--- config.mk ---
export PLATFORM = sky130hd
export DESIGN_NAME = fetch_mw_ibuf_flat
export DESIGN_NICKNAME = d
export VERILOG_FILES = /design/src/rtl/fetch_mw_ibuf_if.sv /design/src/rtl/fetch_mw_ibuf.sv /design/src/flat_wrapper.sv
export SDC_FILE = /design/constraint.sdc
export NUM_CORES = 2
export LEC_CHECK = 0
export CELL_PAD_IN_SITES_DETAIL_PLACEMENT = 0
export CELL_PAD_IN_SITES_GLOBAL_PLACEMENT = 1
export CORE_AREA = 2 2 347 349
export DETAILED_ROUTE_END_ITERATION = 8
export DIE_AREA = 0 0 349 351
export GPL_TIMING_DRIVEN = 0
export HOLD_SLACK_MARGIN = 0.05
export PLACE_DENSITY_LB_ADDON = 0.1
export SLEW_MARGIN = 20
export SYNTH_ARGS = -nofsm -noshare
export SYNTH_HDL_FRONTEND = slang
export SYNTH_SLANG_ARGS = --single-unit
export TNS_END_PERCENT = 20
--- constraint.sdc ---
create_clock -name clk -period 41.8 [get_ports clk]
set_input_delay 8.36 -clock clk [delete_from_list [all_inputs] [get_ports clk]]
set_output_delay 8.36 -clock clk [all_outputs]
set_load 0.05 [all_outputs]
--- src/rtl/fetch_mw_ibuf_if.sv ---
// Fetch unit bus bundle: warp control, redirect, instruction memory and
// decode-side handshakes. The fetch unit is the master of this bundle.
interface fetch_mw_ibuf_if #(
    parameter int NUM_WARPS  = 8,
    parameter int PC_WIDTH   = 32,
    parameter int INST_WIDTH = 32
);
    localparam int WID_W = $clog2(NUM_WARPS);

    logic [NUM_WARPS-1:0]  warp_active;
    logic                  pc_set_valid;
    logic [WID_W-1:0]      pc_set_warp;
    logic [PC_WIDTH-1:0]   pc_set_pc;
    logic                  imem_req_valid;
    logic                  imem_req_ready;
    logic [PC_WIDTH-1:0]   imem_req_addr;
    logic [WID_W-1:0]      imem_req_tag;
    logic                  imem_rsp_valid;
    logic [INST_WIDTH-1:0] imem_rsp_data;
    logic [WID_W-1:0]      imem_rsp_tag;
    logic                  out_valid;
    logic                  out_ready;
    logic [INST_WIDTH-1:0] out_inst;
    logic [PC_WIDTH-1:0]   out_pc;
    logic [WID_W-1:0]      out_warp;

    modport master (
        input  warp_active, pc_set_valid, pc_set_warp, pc_set_pc,
        input  imem_req_ready, imem_rsp_valid, imem_rsp_data, imem_rsp_tag,
        input  out_ready,
        output imem_req_valid, imem_req_addr, imem_req_tag,
        output out_valid, out_inst, out_pc, out_warp
    );

    modport slave (
        output warp_active, pc_set_valid, pc_set_warp, pc_set_pc,
        output imem_req_ready, imem_rsp_valid, imem_rsp_data, imem_rsp_tag,
        output out_ready,
        input  imem_req_valid, imem_req_addr, imem_req_tag,
        input  out_valid, out_inst, out_pc, out_warp
    );
endinterface

--- src/rtl/fetch_mw_ibuf.sv ---
// Multi-warp instruction fetch: per-warp PC and instruction buffer,
// round-robin request issue to instruction memory, round-robin delivery to
// decode, and PC redirect with flush/squash of stale fetches.
module fetch_mw_ibuf #(
    parameter int NUM_WARPS  = 8,
    parameter int PC_WIDTH   = 32,
    parameter int INST_WIDTH = 32,
    parameter int IBUF_DEPTH = 2,
    parameter int PC_STEP    = 4
) (
    input logic clk,
    input logic rst,
    fetch_mw_ibuf_if.master bus
);
    localparam int WID_W = $clog2(NUM_WARPS);
    localparam int CNT_W = $clog2(IBUF_DEPTH + 1);
    localparam int PTR_W = (IBUF_DEPTH > 1) ? $clog2(IBUF_DEPTH) : 1;

    logic [PC_WIDTH-1:0]   pc       [NUM_WARPS];
    logic [PC_WIDTH-1:0]   req_pc   [NUM_WARPS];
    logic [CNT_W-1:0]      count    [NUM_WARPS];
    logic [PTR_W-1:0]      head     [NUM_WARPS];
    logic [INST_WIDTH-1:0] ib_inst  [NUM_WARPS][IBUF_DEPTH];
    logic [PC_WIDTH-1:0]   ib_pc    [NUM_WARPS][IBUF_DEPTH];
    logic [NUM_WARPS-1:0]  outstanding, discard;
    logic [WID_W-1:0]      rr_req, rr_out;

    // registered request; req_stale marks a pending request whose warp was
    // redirected before acceptance, so its response must be thrown away
    logic                  req_valid, req_stale;
    logic [PC_WIDTH-1:0]   req_addr;
    logic [WID_W-1:0]      req_tag;

    // hold keeps the presented warp fixed while decode back-pressures
    logic                  hold;
    logic [WID_W-1:0]      hold_warp;

    logic                  accept, pick_found, scan_found, out_valid;
    logic [WID_W-1:0]      req_start, pick_warp, scan_warp, sel;
    logic [NUM_WARPS-1:0]  set_hit, acc_hit, rsp_hit, elig, has_inst, push, pop;

    function automatic logic [WID_W-1:0] inc_warp(input logic [WID_W-1:0] w);
        if (int'(w) == NUM_WARPS - 1) return '0;
        return w + WID_W'(1);
    endfunction

    assign accept = req_valid && bus.imem_req_ready;

    // per-warp event decode and request eligibility
    always_comb begin
        set_hit  = '0;
        acc_hit  = '0;
        rsp_hit  = '0;
        elig     = '0;
        has_inst = '0;
        for (int w = 0; w < NUM_WARPS; w++) begin
            set_hit[w]  = bus.pc_set_valid && (int'(bus.pc_set_warp) == w);
            acc_hit[w]  = accept && (int'(req_tag) == w);
            rsp_hit[w]  = bus.imem_rsp_valid && (int'(bus.imem_rsp_tag) == w) && outstanding[w];
            elig[w]     = bus.warp_active[w] && !outstanding[w] && !acc_hit[w] && !set_hit[w]
                          && (int'(count[w]) < IBUF_DEPTH);
            has_inst[w] = (count[w] != '0);
        end
    end

    // round-robin pick for the next request and for the decode output
    always_comb begin
        req_start  = accept ? inc_warp(req_tag) : rr_req;
        pick_found = 1'b0;
        pick_warp  = '0;
        scan_found = 1'b0;
        scan_warp  = '0;
        for (int i = 0; i < NUM_WARPS; i++) begin
            if (!pick_found && elig[WID_W'((int'(req_start) + i) % NUM_WARPS)]) begin
                pick_found = 1'b1;
                pick_warp  = WID_W'((int'(req_start) + i) % NUM_WARPS);
            end
            if (!scan_found && has_inst[WID_W'((int'(rr_out) + i) % NUM_WARPS)]) begin
                scan_found = 1'b1;
                scan_warp  = WID_W'((int'(rr_out) + i) % NUM_WARPS);
            end
        end
    end

    // output selection; a redirect of the presented warp withdraws it at once
    always_comb begin
        sel       = hold ? hold_warp : scan_warp;
        out_valid = has_inst[sel] && !set_hit[sel];
        push      = '0;
        pop       = '0;
        for (int w = 0; w < NUM_WARPS; w++) begin
            push[w] = rsp_hit[w] && !discard[w] && !set_hit[w];
            pop[w]  = out_valid && bus.out_ready && (int'(sel) == w);
        end
    end

    assign bus.imem_req_valid = req_valid;
    assign bus.imem_req_addr  = req_addr;
    assign bus.imem_req_tag   = req_tag;
    assign bus.out_valid      = out_valid;
    assign bus.out_inst       = ib_inst[sel][head[sel]];
    assign bus.out_pc         = ib_pc[sel][head[sel]];
    assign bus.out_warp       = sel;

    // request register, arbiter pointers and output hold
    always_ff @(posedge clk or posedge rst) begin
        if (rst) begin
            req_valid <= 1'b0;
            req_stale <= 1'b0;
            req_addr  <= '0;
            req_tag   <= '0;
            rr_req    <= '0;
            rr_out    <= '0;
            hold      <= 1'b0;
            hold_warp <= '0;
        end else begin
            if (!req_valid || accept) begin
                req_valid <= pick_found;
                req_addr  <= pc[pick_warp];
                req_tag   <= pick_warp;
                req_stale <= 1'b0;
            end else if (set_hit[req_tag]) begin
                req_stale <= 1'b1;
            end
            if (accept) rr_req <= inc_warp(req_tag);
            hold      <= out_valid && !bus.out_ready;
            hold_warp <= sel;
            if (out_valid && bus.out_ready) rr_out <= inc_warp(sel);
        end
    end

    // per-warp PC, in-flight tracking and instruction buffers
    always_ff @(posedge clk or posedge rst) begin
        if (rst) begin
            outstanding <= '0;
            discard     <= '0;
            for (int w = 0; w < NUM_WARPS; w++) begin
                pc[w]     <= '0;
                req_pc[w] <= '0;
                count[w]  <= '0;
                head[w]   <= '0;
                for (int d = 0; d < IBUF_DEPTH; d++) begin
                    ib_inst[w][d] <= '0;
                    ib_pc[w][d]   <= '0;
                end
            end
        end else begin
            for (int w = 0; w < NUM_WARPS; w++) begin
                if (set_hit[w])
                    pc[w] <= bus.pc_set_pc;
                else if (acc_hit[w] && !req_stale)
                    pc[w] <= req_addr + PC_WIDTH'(PC_STEP);
                if (acc_hit[w]) req_pc[w] <= req_addr;

                if (acc_hit[w])
                    outstanding[w] <= 1'b1;
                else if (rsp_hit[w])
                    outstanding[w] <= 1'b0;

                if (set_hit[w] && ((outstanding[w] && !rsp_hit[w]) || acc_hit[w]))
                    discard[w] <= 1'b1;
                else if (acc_hit[w] && req_stale)
                    discard[w] <= 1'b1;
                else if (rsp_hit[w])
                    discard[w] <= 1'b0;

                if (push[w]) begin
                    ib_inst[w][PTR_W'((int'(head[w]) + int'(count[w])) % IBUF_DEPTH)] <= bus.imem_rsp_data;
                    ib_pc[w][PTR_W'((int'(head[w]) + int'(count[w])) % IBUF_DEPTH)]   <= req_pc[w];
                end
                if (pop[w])
                    head[w] <= (int'(head[w]) == IBUF_DEPTH - 1) ? '0 : head[w] + PTR_W'(1);

                if (set_hit[w])
                    count[w] <= '0;
                else if (push[w] && !pop[w])
                    count[w] <= count[w] + CNT_W'(1);
                else if (pop[w] && !push[w])
                    count[w] <= count[w] - CNT_W'(1);
            end
        end
    end

    // a response must belong to a warp with a fetch in flight
    assert property (@(posedge clk) disable iff (rst)
        bus.imem_rsp_valid |-> outstanding[bus.imem_rsp_tag]);

endmodule

--- src/flat_wrapper.sv ---
// flat-port wrapper written by rule: the top's interface ports become plain ports
module fetch_mw_ibuf_flat 
#(
    parameter int NUM_WARPS  = 8,
    parameter int PC_WIDTH   = 32,
    parameter int INST_WIDTH = 32,
    parameter int IBUF_DEPTH = 2,
    parameter int PC_STEP    = 4
)
  (clk, rst, bus_warp_active, bus_pc_set_valid, bus_pc_set_warp, bus_pc_set_pc, bus_imem_req_ready, bus_imem_rsp_valid, bus_imem_rsp_data, bus_imem_rsp_tag, bus_out_ready, bus_imem_req_valid, bus_imem_req_addr, bus_imem_req_tag, bus_out_valid, bus_out_inst, bus_out_pc, bus_out_warp);
  fetch_mw_ibuf_if #(.NUM_WARPS(NUM_WARPS), .PC_WIDTH(PC_WIDTH), .INST_WIDTH(INST_WIDTH)) bus_i ();
  input logic clk;
  input logic rst;
  input wire logic [$bits(bus_i.warp_active)-1:0] bus_warp_active;
  input wire logic [$bits(bus_i.pc_set_valid)-1:0] bus_pc_set_valid;
  input wire logic [$bits(bus_i.pc_set_warp)-1:0] bus_pc_set_warp;
  input wire logic [$bits(bus_i.pc_set_pc)-1:0] bus_pc_set_pc;
  input wire logic [$bits(bus_i.imem_req_ready)-1:0] bus_imem_req_ready;
  input wire logic [$bits(bus_i.imem_rsp_valid)-1:0] bus_imem_rsp_valid;
  input wire logic [$bits(bus_i.imem_rsp_data)-1:0] bus_imem_rsp_data;
  input wire logic [$bits(bus_i.imem_rsp_tag)-1:0] bus_imem_rsp_tag;
  input wire logic [$bits(bus_i.out_ready)-1:0] bus_out_ready;
  output wire logic [$bits(bus_i.imem_req_valid)-1:0] bus_imem_req_valid;
  output wire logic [$bits(bus_i.imem_req_addr)-1:0] bus_imem_req_addr;
  output wire logic [$bits(bus_i.imem_req_tag)-1:0] bus_imem_req_tag;
  output wire logic [$bits(bus_i.out_valid)-1:0] bus_out_valid;
  output wire logic [$bits(bus_i.out_inst)-1:0] bus_out_inst;
  output wire logic [$bits(bus_i.out_pc)-1:0] bus_out_pc;
  output wire logic [$bits(bus_i.out_warp)-1:0] bus_out_warp;
  assign bus_i.warp_active = bus_warp_active;
  assign bus_i.pc_set_valid = bus_pc_set_valid;
  assign bus_i.pc_set_warp = bus_pc_set_warp;
  assign bus_i.pc_set_pc = bus_pc_set_pc;
  assign bus_i.imem_req_ready = bus_imem_req_ready;
  assign bus_i.imem_rsp_valid = bus_imem_rsp_valid;
  assign bus_i.imem_rsp_data = bus_imem_rsp_data;
  assign bus_i.imem_rsp_tag = bus_imem_rsp_tag;
  assign bus_i.out_ready = bus_out_ready;
  assign bus_imem_req_valid = bus_i.imem_req_valid;
  assign bus_imem_req_addr = bus_i.imem_req_addr;
  assign bus_imem_req_tag = bus_i.imem_req_tag;
  assign bus_out_valid = bus_i.out_valid;
  assign bus_out_inst = bus_i.out_inst;
  assign bus_out_pc = bus_i.out_pc;
  assign bus_out_warp = bus_i.out_warp;
  fetch_mw_ibuf #(.NUM_WARPS(NUM_WARPS), .PC_WIDTH(PC_WIDTH), .INST_WIDTH(INST_WIDTH), .IBUF_DEPTH(IBUF_DEPTH), .PC_STEP(PC_STEP)) u_core (.clk(clk), .rst(rst), .bus(bus_i));
endmodule
==> results.md <==
- Netlist cell types: 82
- Syn-to-layout area delta: 15.5%
- Remaining global-route overflow: 0
- Hold Startpoint: u_core.req_pc[46]$_DFFE_PP0P_
- Crit. End Element: primary output
- Chip width: 349 um
- EDFF count, synth: 0
- FP Rows: 127
- Reg2reg end: u_core.count[9]$_DFFE_PP0P_
- WP data required: 33.44 ns
- Slew Viols, Final: 0
- Synthesized instance count: 4972
- Starting DRT DRC Count: 3478
- Syn avg cell area: 10.7 um2
- Die area: 122000 um2
- Yosys warnings: 0
- Layout Nets: 5385
- CP cell instances: clkdlybuf4s50_1, buf_2, nor4bb_1, clkbuf_1, o31ai_1, a2bb2oi_1, mux2i_1, buf_2, inv_1, clkdlybuf4s50_1
- Crit path launch type: input port
- Sequential-to-total area share from yosys stat: 52.4%
- CP max FO: 10
- TritonCTS Buffers: 121
- Vert. Die Dim: 351 um
- First-pass GRT wire length: 271000 um
- Number of global-route vias before repair: 39664
- Slowest CP cell: clkdlybuf4s50_1
- Initial antenna violation count: 9
- Root Driver: clkbuf_16
- Postcts setup bufs: 0
- # port buffers: 153
- Starting Density: 44.6%
- Count leader, synth: dfrtp_1
- DRC viols: 0
- Pre-antenna DRT Iters: 5
- Synth top area share: 52.4%
- Final setup TNS: 0 ns
- Worst path bufs/invs: 6
- Synth area leader: dfrtp_1
- CTS tree: yes
- Htree depth: 3
- Synthesized cell area: 53000 um2
- Crit Reg-Reg Startpoint: u_core.rr_out[0]$_DFFE_PP0P_
- Worst setup path class: in2out
- Synth top cells by count: dfrtp_1, nand2_1, mux2_2
- RSZ-0062 raised after global routing: no
- CTS resizes: 0
- Clk_lat worst skew: 0.73 ns
- Core ar.: 119000 um2
- DPL Wire Length: 132000 um
- Crit-path leading delay family: buffers and inverters
- Max cap viols: 0
- Critical Path AT: 11.64 ns
- Min-Delay Path Class: reg2reg
- Tightest Pin Transition: 1.23 ns
- Endpoints failing hold: 0
- Area contributors post-synth: dfrtp_1, mux2_2, nand2_1
- Flop-to-flop setup slack: 35.44 ns
- Ys flop type: dfrtp_1
- Final setup viols: 0
- CTS max path bufs: 3
- Net Count, Synth: 5081
- RePlAce Congestion: 0.889
- Worst Skew: 0.0277 ns
- DR vias: 40125
- Largest net degree at the start of global routing: 103
- Share of cells above drive strength 1: 21.7%
- Final Cycle Share: 47.9%
- Hold endpoint: u_core.req_pc[46]$_DFFE_PP0P_
- Clock-pin slew on the worst setup and hold paths: 0.06 ns
- Worst path max stage delay: 0.69 ns
- Post-DRT Antenna Nets: 0
- CTS sink cnt: 1111
- All-Layer GR Usage: 29.9%
- Outcome: finished, final reports clean
- Worst Reg-to-Reg Cells: 17
- WHS Path Cells: 2
- Post-synth ARST share: 100%
- Final min period: 20.00 ns
- Via density: 5.79
- I/O Pins: 188
- Final WL: 183000 um
- Max-slew headroom: 17.8%
- WL/cell: 26.5 um
- FILL cells: 10769
- Hold_buf cts: 0
- Max Clock Freq: 50.0 MHz
- Seq cells post-synth: 1111
## tightest hold or removal path, cell delays in order, from the launching register on
cell	delay, ns
dfrtp_1	0.34
nand2_1	0.04
o21ai_0	0.06
## worst max path at each step
stage | from | to | slack [ns] | cells past startpoint
final | bus_pc_set_valid | bus_out_valid | 21.80 | 10
after global routing | bus_pc_set_valid | bus_out_valid | 21.58 | 11
after CTS | bus_pc_set_valid | bus_out_valid | 21.77 | 10
after detailed placement | bus_pc_set_valid | bus_out_valid | 21.78 | 10
after global placement | rst | u_core.pc[56]$_DFFE_PP0P_ | -12.22 | 2
after floorplan | rst | u_core.bus.imem_req_addr[0]$_DFFE_PP0N_ | 2.16 | 1
## state kept, by name, summed over array words and instances (netlist names)
register                   flops
u_core.bus.imem_req_addr      32
u_core.bus.imem_req_tag        3
u_core.bus.imem_req_valid      1
u_core.count                  16
u_core.discard                 8
u_core.head                    8
u_core.hold                    1
u_core.hold_warp               3
u_core.ib_inst               256
u_core.ib_pc                 256
u_core.outstanding             8
u_core.pc                    256
u_core.req_pc                256
u_core.req_stale               1
u_core.rr_out                  3
u_core.rr_req                  3
## metal layers
metal / wire, um / up-vias / share of wire, % / track usage (%)
li1: - / 18012 / - / -
met1: 81500 / 20653 / 44 / 41.7
met2: 86100 / 1205 / 47 / 48.6
met3: 10400 / 255 / 5.7 / 4.11
met4: 5440 / 0 / 3.0 / 9.22
met5: 0 / - / 0 / 0
## cell type report
cell class,count,area (um2),area share (%)
Clock inverter,61,763,1.25
Sequential cell,1111,27800,45.4
Buffer,424,1810,2.96
Antenna cell,3,7.51,0.0123
Inverter,29,119,0.194
Clock buffer,167,3450,5.64
Timing Repair Buffer,181,2000,3.27
Tap cell,1548,1940,3.16
Multi-Input combinational cell,3408,23400,38.1
## stage by stage
| step | utilization [%] | std cells | hold WS [ns] | setup slack [ns] | cell area [um2] |
|---|---|---|---|---|---|
| final | 51.5 | 6932 | 0.479 | 21.80 | 61300 |
| after global routing | 51.5 | 6929 | 0.496 | 21.58 | 61200 |
| after CTS | 51.5 | 6929 | 0.479 | 21.77 | 61200 |
| after detailed placement | 47.9 | 6701 | 0.465 | 21.78 | 57000 |
| after global placement | 47.5 | 6673 | 0.456 | -12.22 | 56500 |
| after floorplan | - | 4972 | 0.444 | 2.16 | 53000 |
## placed cells by master, fill, tap and decap left out, types with 14 or more instances in the layout
master / count
o21ai_0: 499
ha_1: 25
dfrtp_1: 1111
clkbuf_16: 122
a2bb2oi_1: 30
buf_16: 14
mux2_2: 752
xnor2_1: 33
bufinv_16: 15
a31oi_1: 68
nor2_1: 141
buf_1: 57
nand2_1: 1081
mux2i_1: 146
and3_1: 70
nand3_1: 167
clkbuf_8: 23
a311oi_1: 65
inv_1: 21
mux4_2: 45
clkinv_2: 31
xor2_1: 35
clkbuf_1: 288
buf_2: 85
clkdlybuf4s50_1: 153
or3_1: 16
buf_4: 14
o211ai_1: 30
nor3_1: 27
a21oi_1: 27
nand4_1: 21
## cells by family after synthesis
| group | count (synthesis) | synth area share [%] |
|---|---|---|
| xor gates and xnor gates | 68 | 1.12 |
| AOI/OAI and AO/OA | 791 | 8.94 |
| muxes | 945 | 20.7 |
| DFF | 1111 | 52.4 |
| buffers and inverters | 453 | 3.61 |
| and+or+nand+nor | 1579 | 12.6 |
| adders and majority gates | 25 | 0.590 |
Power is not shown: default switching activity piles up to over one toggle a cycle in this logic, so the estimate is an artifact.
